$ cat config.mk
export PLATFORM = sky130hd
export DESIGN_NAME = ppu_cmd_receiver
export DESIGN_NICKNAME = d
export VERILOG_FILES = /design/src/rtl/ppu_cmd_receiver.sv
export SDC_FILE = /design/constraint.sdc
export NUM_CORES = 1
export LEC_CHECK = 0
export ABC_AREA = 0
export CORE_UTILIZATION = 50
export DETAILED_ROUTE_END_ITERATION = 12
export GPL_ROUTABILITY_DRIVEN = 0
export PLACE_DENSITY = 0.75
export SKIP_LAST_GASP = 1
export SYNTH_ARGS = -nofsm -noshare
export SYNTH_HDL_FRONTEND = slang
export SYNTH_SLANG_ARGS = --single-unit
$ cat constraint.sdc
create_clock -name clk -period 3.2 [get_ports clk]
set_clock_uncertainty 0.2 [all_clocks]
set_input_delay 0.32 -clock clk [delete_from_list [all_inputs] [get_ports clk]]
set_output_delay 0.32 -clock clk [all_outputs]
set_load 0.01 [all_outputs]
$ cat src/rtl/ppu_cmd_receiver.sv
// Assembles pairs of 32-bit processor sends into 64-bit PPU commands and queues them in a circular FIFO.
// Optional PPU_RX_STATS_EN adds a wrapping 16-bit count of commands delivered to the PPU.
module ppu_cmd_receiver #(
   parameter int DEPTH = 4
) (
   input  logic        clk,
   input  logic        rst_n,
   input  logic        ppu_send,
   input  logic [31:0] send_data,
   output logic        proc_stall,
   output logic        cmd_valid,
   output logic [63:0] cmd_data,
   input  logic        cmd_ready,
   output logic        half_cmd,
   output logic        ovf_err,
   input  logic        clr_err,
   output logic [15:0] cmd_count
);

   localparam int AW = (DEPTH > 1) ? $clog2(DEPTH) : 1;
   localparam logic [AW:0] C_FULL = (AW+1)'(DEPTH);

   typedef enum logic {
      WAIT_LO = 1'b0,
      WAIT_HI = 1'b1
   } state_t;

   state_t          r_state;
   state_t          w_nextState;
   logic [31:0]     r_loReg;
   logic [63:0]     r_mem [DEPTH];
   logic [AW-1:0]   r_rdPtr;
   logic [AW-1:0]   r_wrPtr;
   logic [AW:0]     r_count;
   logic            r_ovfErr;
   logic            w_stall;
   logic            w_accept;
   logic            w_push;
   logic            w_pop;

   // Only the hi word can complete a command, so only it is ever held off.
   assign w_stall  = (r_count == C_FULL) && (r_state == WAIT_HI);
   assign w_accept = ppu_send && !w_stall;
   assign w_push   = w_accept && (r_state == WAIT_HI);
   assign w_pop    = (r_count != '0) && cmd_ready;

   always_ff @(posedge clk or negedge rst_n) begin
      if (!rst_n) begin
         r_state <= WAIT_LO;
      end else begin
         r_state <= w_nextState;
      end
   end

   always_comb begin
      w_nextState = r_state;
      case (r_state)
         WAIT_LO: if (w_accept) w_nextState = WAIT_HI;
         WAIT_HI: if (w_accept) w_nextState = WAIT_LO;
         default: w_nextState = WAIT_LO;
      endcase
   end

   always_ff @(posedge clk or negedge rst_n) begin
      if (!rst_n) begin
         r_loReg <= '0;
      end else if (w_accept && (r_state == WAIT_LO)) begin
         r_loReg <= send_data;
      end
   end

   // Pointers wrap naturally because DEPTH is a power of two.
   always_ff @(posedge clk or negedge rst_n) begin
      if (!rst_n) begin
         r_rdPtr <= '0;
         r_wrPtr <= '0;
         r_count <= '0;
      end else begin
         if (w_push) r_wrPtr <= r_wrPtr + AW'(1);
         if (w_pop)  r_rdPtr <= r_rdPtr + AW'(1);
         case ({w_push, w_pop})
            2'b10:   r_count <= r_count + (AW+1)'(1);
            2'b01:   r_count <= r_count - (AW+1)'(1);
            default: r_count <= r_count;
         endcase
      end
   end

   always_ff @(posedge clk) begin
      if (w_push) r_mem[r_wrPtr] <= {send_data, r_loReg};
   end

   // A drop in the same cycle as a clear wins, so no overflow is ever lost.
   always_ff @(posedge clk or negedge rst_n) begin
      if (!rst_n) begin
         r_ovfErr <= 1'b0;
      end else if (ppu_send && w_stall) begin
         r_ovfErr <= 1'b1;
      end else if (clr_err) begin
         r_ovfErr <= 1'b0;
      end
   end

`ifdef PPU_RX_STATS_EN
   logic [15:0] r_cmdCount;

   always_ff @(posedge clk or negedge rst_n) begin
      if (!rst_n) begin
         r_cmdCount <= '0;
      end else if (w_pop) begin
         r_cmdCount <= r_cmdCount + 16'd1;
      end
   end

   assign cmd_count = r_cmdCount;
`else
   assign cmd_count = 16'h0000;
`endif

   assign proc_stall = w_stall;
   assign cmd_valid  = (r_count != '0);
   assign cmd_data   = r_mem[r_rdPtr];
   assign half_cmd   = (r_state == WAIT_HI);
   assign ovf_err    = r_ovfErr;

endmodule
==> results.env <==
WORST-SLEW-PIN-TRANSITION_NS=0.6276
FINAL_NETS=648
START_UTIL_PCT=50.79
POWER.LEAKAGE_nW=4.601
RSZ0062_AT_GRT='false'
POWER_DENSITY_nW_PER_UM2=974.3
SETUP-TNS-FINAL_NS=0
XOR_XNOR_CELL_AREA_SHARE_OF_THE_YOSYS_NETLIST_PCT=0.4756
SYNTH-SEQ-CELLS=297
OVERFLOW=0
PLACEABLECOREAREA_UM2=21760
CLOCK_INSERTION_DELAY_WORST_SKEW_NS=0.54
SYNTH-EDFF-COUNT=256
CLOCK.FMAX_MHz=330.5
LAYOUT-DRIVE-GT1-SHARE_PCT=27.64
YS_ASYNC_SR_FRACTION_PCT=13.80
SYNTH_AREA_LEADERS='sky130_fd_sc_hd__edfxtp_1, sky130_fd_sc_hd__mux4_2, sky130_fd_sc_hd__dfrtp_1, sky130_fd_sc_hd__mux2_2, sky130_fd_sc_hd__buf_4'
ROUTE.VIAS.TOTAL=4889
SYNTH-SEQ-AREA-SHARE_PCT=78.86
DRT-VIAS-PER-INSTANCE=5.396
YOSYS.AREA.TOP_TYPE_SHARE_PCT=69.57
NETLIST_AREA_UM2=11050
CTS_MAX_LEVEL=1
ANTENNA-DIODE-COUNT=0
HALF_PERIMETER_WIRE_LENGTH_AFTER_DETAILED_PLACEMENT_UM=11050
CTS.REPAIR.RESIZED=0
CRIT_START_CATEGORY='flop'
DRCVIOLATIONCOUNT=0
PERIOD_MINUS_WS_FINAL_NS=3.025
TIMING.CRITICAL_PATH.ARRIVAL_NS=2.51
GRT_ANTENNA_BEFORE_REPAIR=0
GLOBAL_ROUTE_WIRE_LENGTH_BEFORE_REPAIR_UM=29440
DESIGN_POWER_TOTAL_mW=13.23
SETUP-VIOLATIONS-FINAL=0
MAXCAPVIOLATIONS=0
SIMPLE_GATE_SHARE_OF_THE_SYNTHESIZED_AREA_PCT=0.6228
SYNTHTOLAYOUTAREAGROWTH_PCT=22.85
MAXSLEWVIOLCOUNT=0
DIE_WIDTH_UM=150.7
RUN_STATUS='finished clean'
ENDPOINT_KIND='output pin'
CLOCK_SINK_COUNT=297
CRITICAL_PATH_PEAK_FANOUT=15
CLOCK_TREE_FROM_TRITONCTS='yes'
SYNTH.MOST_COMMON_CELL='sky130_fd_sc_hd__edfxtp_1'
CRIT_TYPE='reg -> out'
VDD_DROP_MAX_V=0.0005380
IO_BUFFERS=104
LARGEST_NET_DEGREE_AT_THE_START_OF_GLOBAL_ROUTING=66
SYNTH_ADDER_AREA_SHARE_PCT=0.9738
POST-SYNTH-TOP-AREA-CELL='sky130_fd_sc_hd__edfxtp_1'
SYNTH.AREA.MUX_SHARE_PCT=16.31
CTS.PATH.MAX_BUFFERS=3
DR.PASS1.ITERS=4
FILLERINSTANCES=1506
VIA_COUNT_OF_THE_FIRST_GLOBAL_ROUTING_PASS=5297
HOLDCRITPATHCLASS='in -> async'
YOSYSUNIQUECELLTYPES=23
YOSYSWARNINGS=0
FIRST_ITER_VIOLATIONS=222
CLOCKROOTBUFFER='sky130_fd_sc_hd__clkbuf_16'
POST_SYNTH_MOST_FREQUENT_CELLS='sky130_fd_sc_hd__edfxtp_1, sky130_fd_sc_hd__mux4_2, sky130_fd_sc_hd__dfrtp_1'
ROWS=54
IO-PIN-COUNT=121
WORST_SLEW_MARGIN_REL_PCT=58.16
ROUTED_WIRELENGTH_UM=19270
SYNTH-COMPOUND-AREA-SHARE_PCT=0.2152
OVERALL_GLOBAL_ROUTING_USAGE_PCT=17.62
DIEHEIGHT_UM=150.7
TRITONCTS.NUM_BUFFERS=29
WL_PER_CELL_UM=21.27
CLK_PIN_SLEW_WORST_PATHS_NS=0.06
PRIMARY_FLIP_FLOP_CELL_CHOSEN_BY_SYNTHESIS_MAPPING='sky130_fd_sc_hd__edfxtp_1'
DOMINANT_COMBINATIONAL_CELL_FAMILY_BY_AREA_AFTER_SYNTHESIS='multiplexers'
TIMING.CRITICAL_PATH.REQUIRED_NS=2.68
SYNTHESIZED_NETLIST_CELL_COUNT=467
DIEAREA_UM2=22700
FINAL_HOLD_VIOL_COUNT=0
AVGSYNTHCELLAREA_UM2=23.66
FIN_CRIT_SH_PCT=94.55
ANT_NETS=0
-- registers in the layout, indices dropped and copies added (netlist names) --
| name | cells |
|---|---|
| r_mem | 256 |
| r_loReg | 32 |
| r_count | 3 |
| r_rdPtr | 2 |
| r_wrPtr | 2 |
| half_cmd | 1 |
| ovf_err | 1 |
-- logic make-up after synthesis --
family                   after synthesis
XOR/XNOR                               6
other                                  1
multiplexers                          96
adder cells (fa/ha/maj)                8
AO/OA/AOI/OAI                          4
buffers and inverters                 43
AND/OR/NAND/NOR                       12
flip-flops                           297
-- layer usage --
metal,part of all wire (%),vias up,wire length (um),global-route usage (%)
li1,-,2148,-,-
met1,41,2545,7954,23.84
met2,51,166,9820,29.91
met3,6.1,30,1171,2.909
met4,1.7,0,323,4.650
met5,0,-,0,0
-- critical path, stage by stage (launching register included) --
cell and delay [ns]:
sky130_fd_sc_hd__dfrtp_4 0.64, sky130_fd_sc_hd__buf_4 0.29, sky130_fd_sc_hd__mux4_2 0.54, sky130_fd_sc_hd__clkdlybuf4s50_1 0.49
-- placed cells by master (no fill, tap or decap), types with 7 or more instances in the layout --
master	Yosys	layout
sky130_fd_sc_hd__mux2_2	30	30
sky130_fd_sc_hd__dfrtp_1	41	39
sky130_fd_sc_hd__clkdlybuf4s50_1	0	103
sky130_fd_sc_hd__inv_1	9	9
sky130_fd_sc_hd__conb_1	1	16
sky130_fd_sc_hd__buf_12	0	7
sky130_fd_sc_hd__edfxtp_1	256	256
sky130_fd_sc_hd__buf_4	18	11
sky130_fd_sc_hd__mux4_2	64	64
sky130_fd_sc_hd__clkbuf_16	0	29
sky130_fd_sc_hd__clkinv_2	0	7
-- where the power goes --
| group | switching, mW | internal (mW) |
|---|---|---|
| sequential | 0.449 | 5.28 |
| clock | 1.39 | 2.24 |
| combinational | 1.68 | 2.20 |
| total | 3.51 | 9.71 |
-- stage by stage --
stage | instance area (um^2) | utilization [%] | hold slack, ns | cells | setup WS [ns]
2_1_floorplan | 11110 | - | -0.1756 | 482 | 0.5910
3_3_place_gp | 12490 | 57.40 | 0.1647 | 850 | 0.5108
3_5_place_dp | 12490 | 57.40 | 0.1824 | 850 | 0.4769
4_1_cts | 13570 | 62.39 | 0.1315 | 906 | 0.08830
5_1_grt | 13570 | 62.39 | 0.1582 | 906 | 0.05615
6_report | 13570 | 62.39 | 0.1299 | 906 | 0.1745
-- worst paths after layout --
path | from | slack [ns] | cells after the start | end
max in group asynchronous | rst_n | 1.95 | 3 | r_loReg[11]$_DFFE_PN0P_
setup reg to reg | r_count[0]$_DFFE_PN0P_ | 0.58 | 10 | r_count[2]$_DFFE_PN0P_
hold / removal | rst_n | 0.13 | 2 | r_loReg[6]$_DFFE_PN0P_
hold reg to reg | r_loReg[20]$_DFFE_PN0P_ | 0.31 | 0 | r_mem[0][20]$_DFFE_PP_
min in group clk | ppu_send | 0.15 | 3 | ovf_err$_DFFE_PN0P_
setup / recovery | r_rdPtr[0]$_DFFE_PN0P_ | 0.17 | 3 | cmd_data[29]
-- cell type report --
cell class | instances | area, um^2 | area share (%)
Sequential cell | 297 | 8718 | 64.23
Multi-Input combinational cell | 142 | 2127 | 15.67
Timing Repair Buffer | 124 | 1296 | 9.549
Clock buffer | 35 | 788.3 | 5.807
Tap cell | 280 | 350.3 | 2.581
Clock inverter | 19 | 260.3 | 1.917
Inverter | 9 | 33.78 | 0.2489
-- timing repair --
item,4_1_cts,5_1_grt
endpoints found under the hold margin,18,0
endpoints found under the setup margin,42,0
buffers inserted,1,0
hold buffers,1,0
No activity file was read; power rests on OpenSTA's default activity.
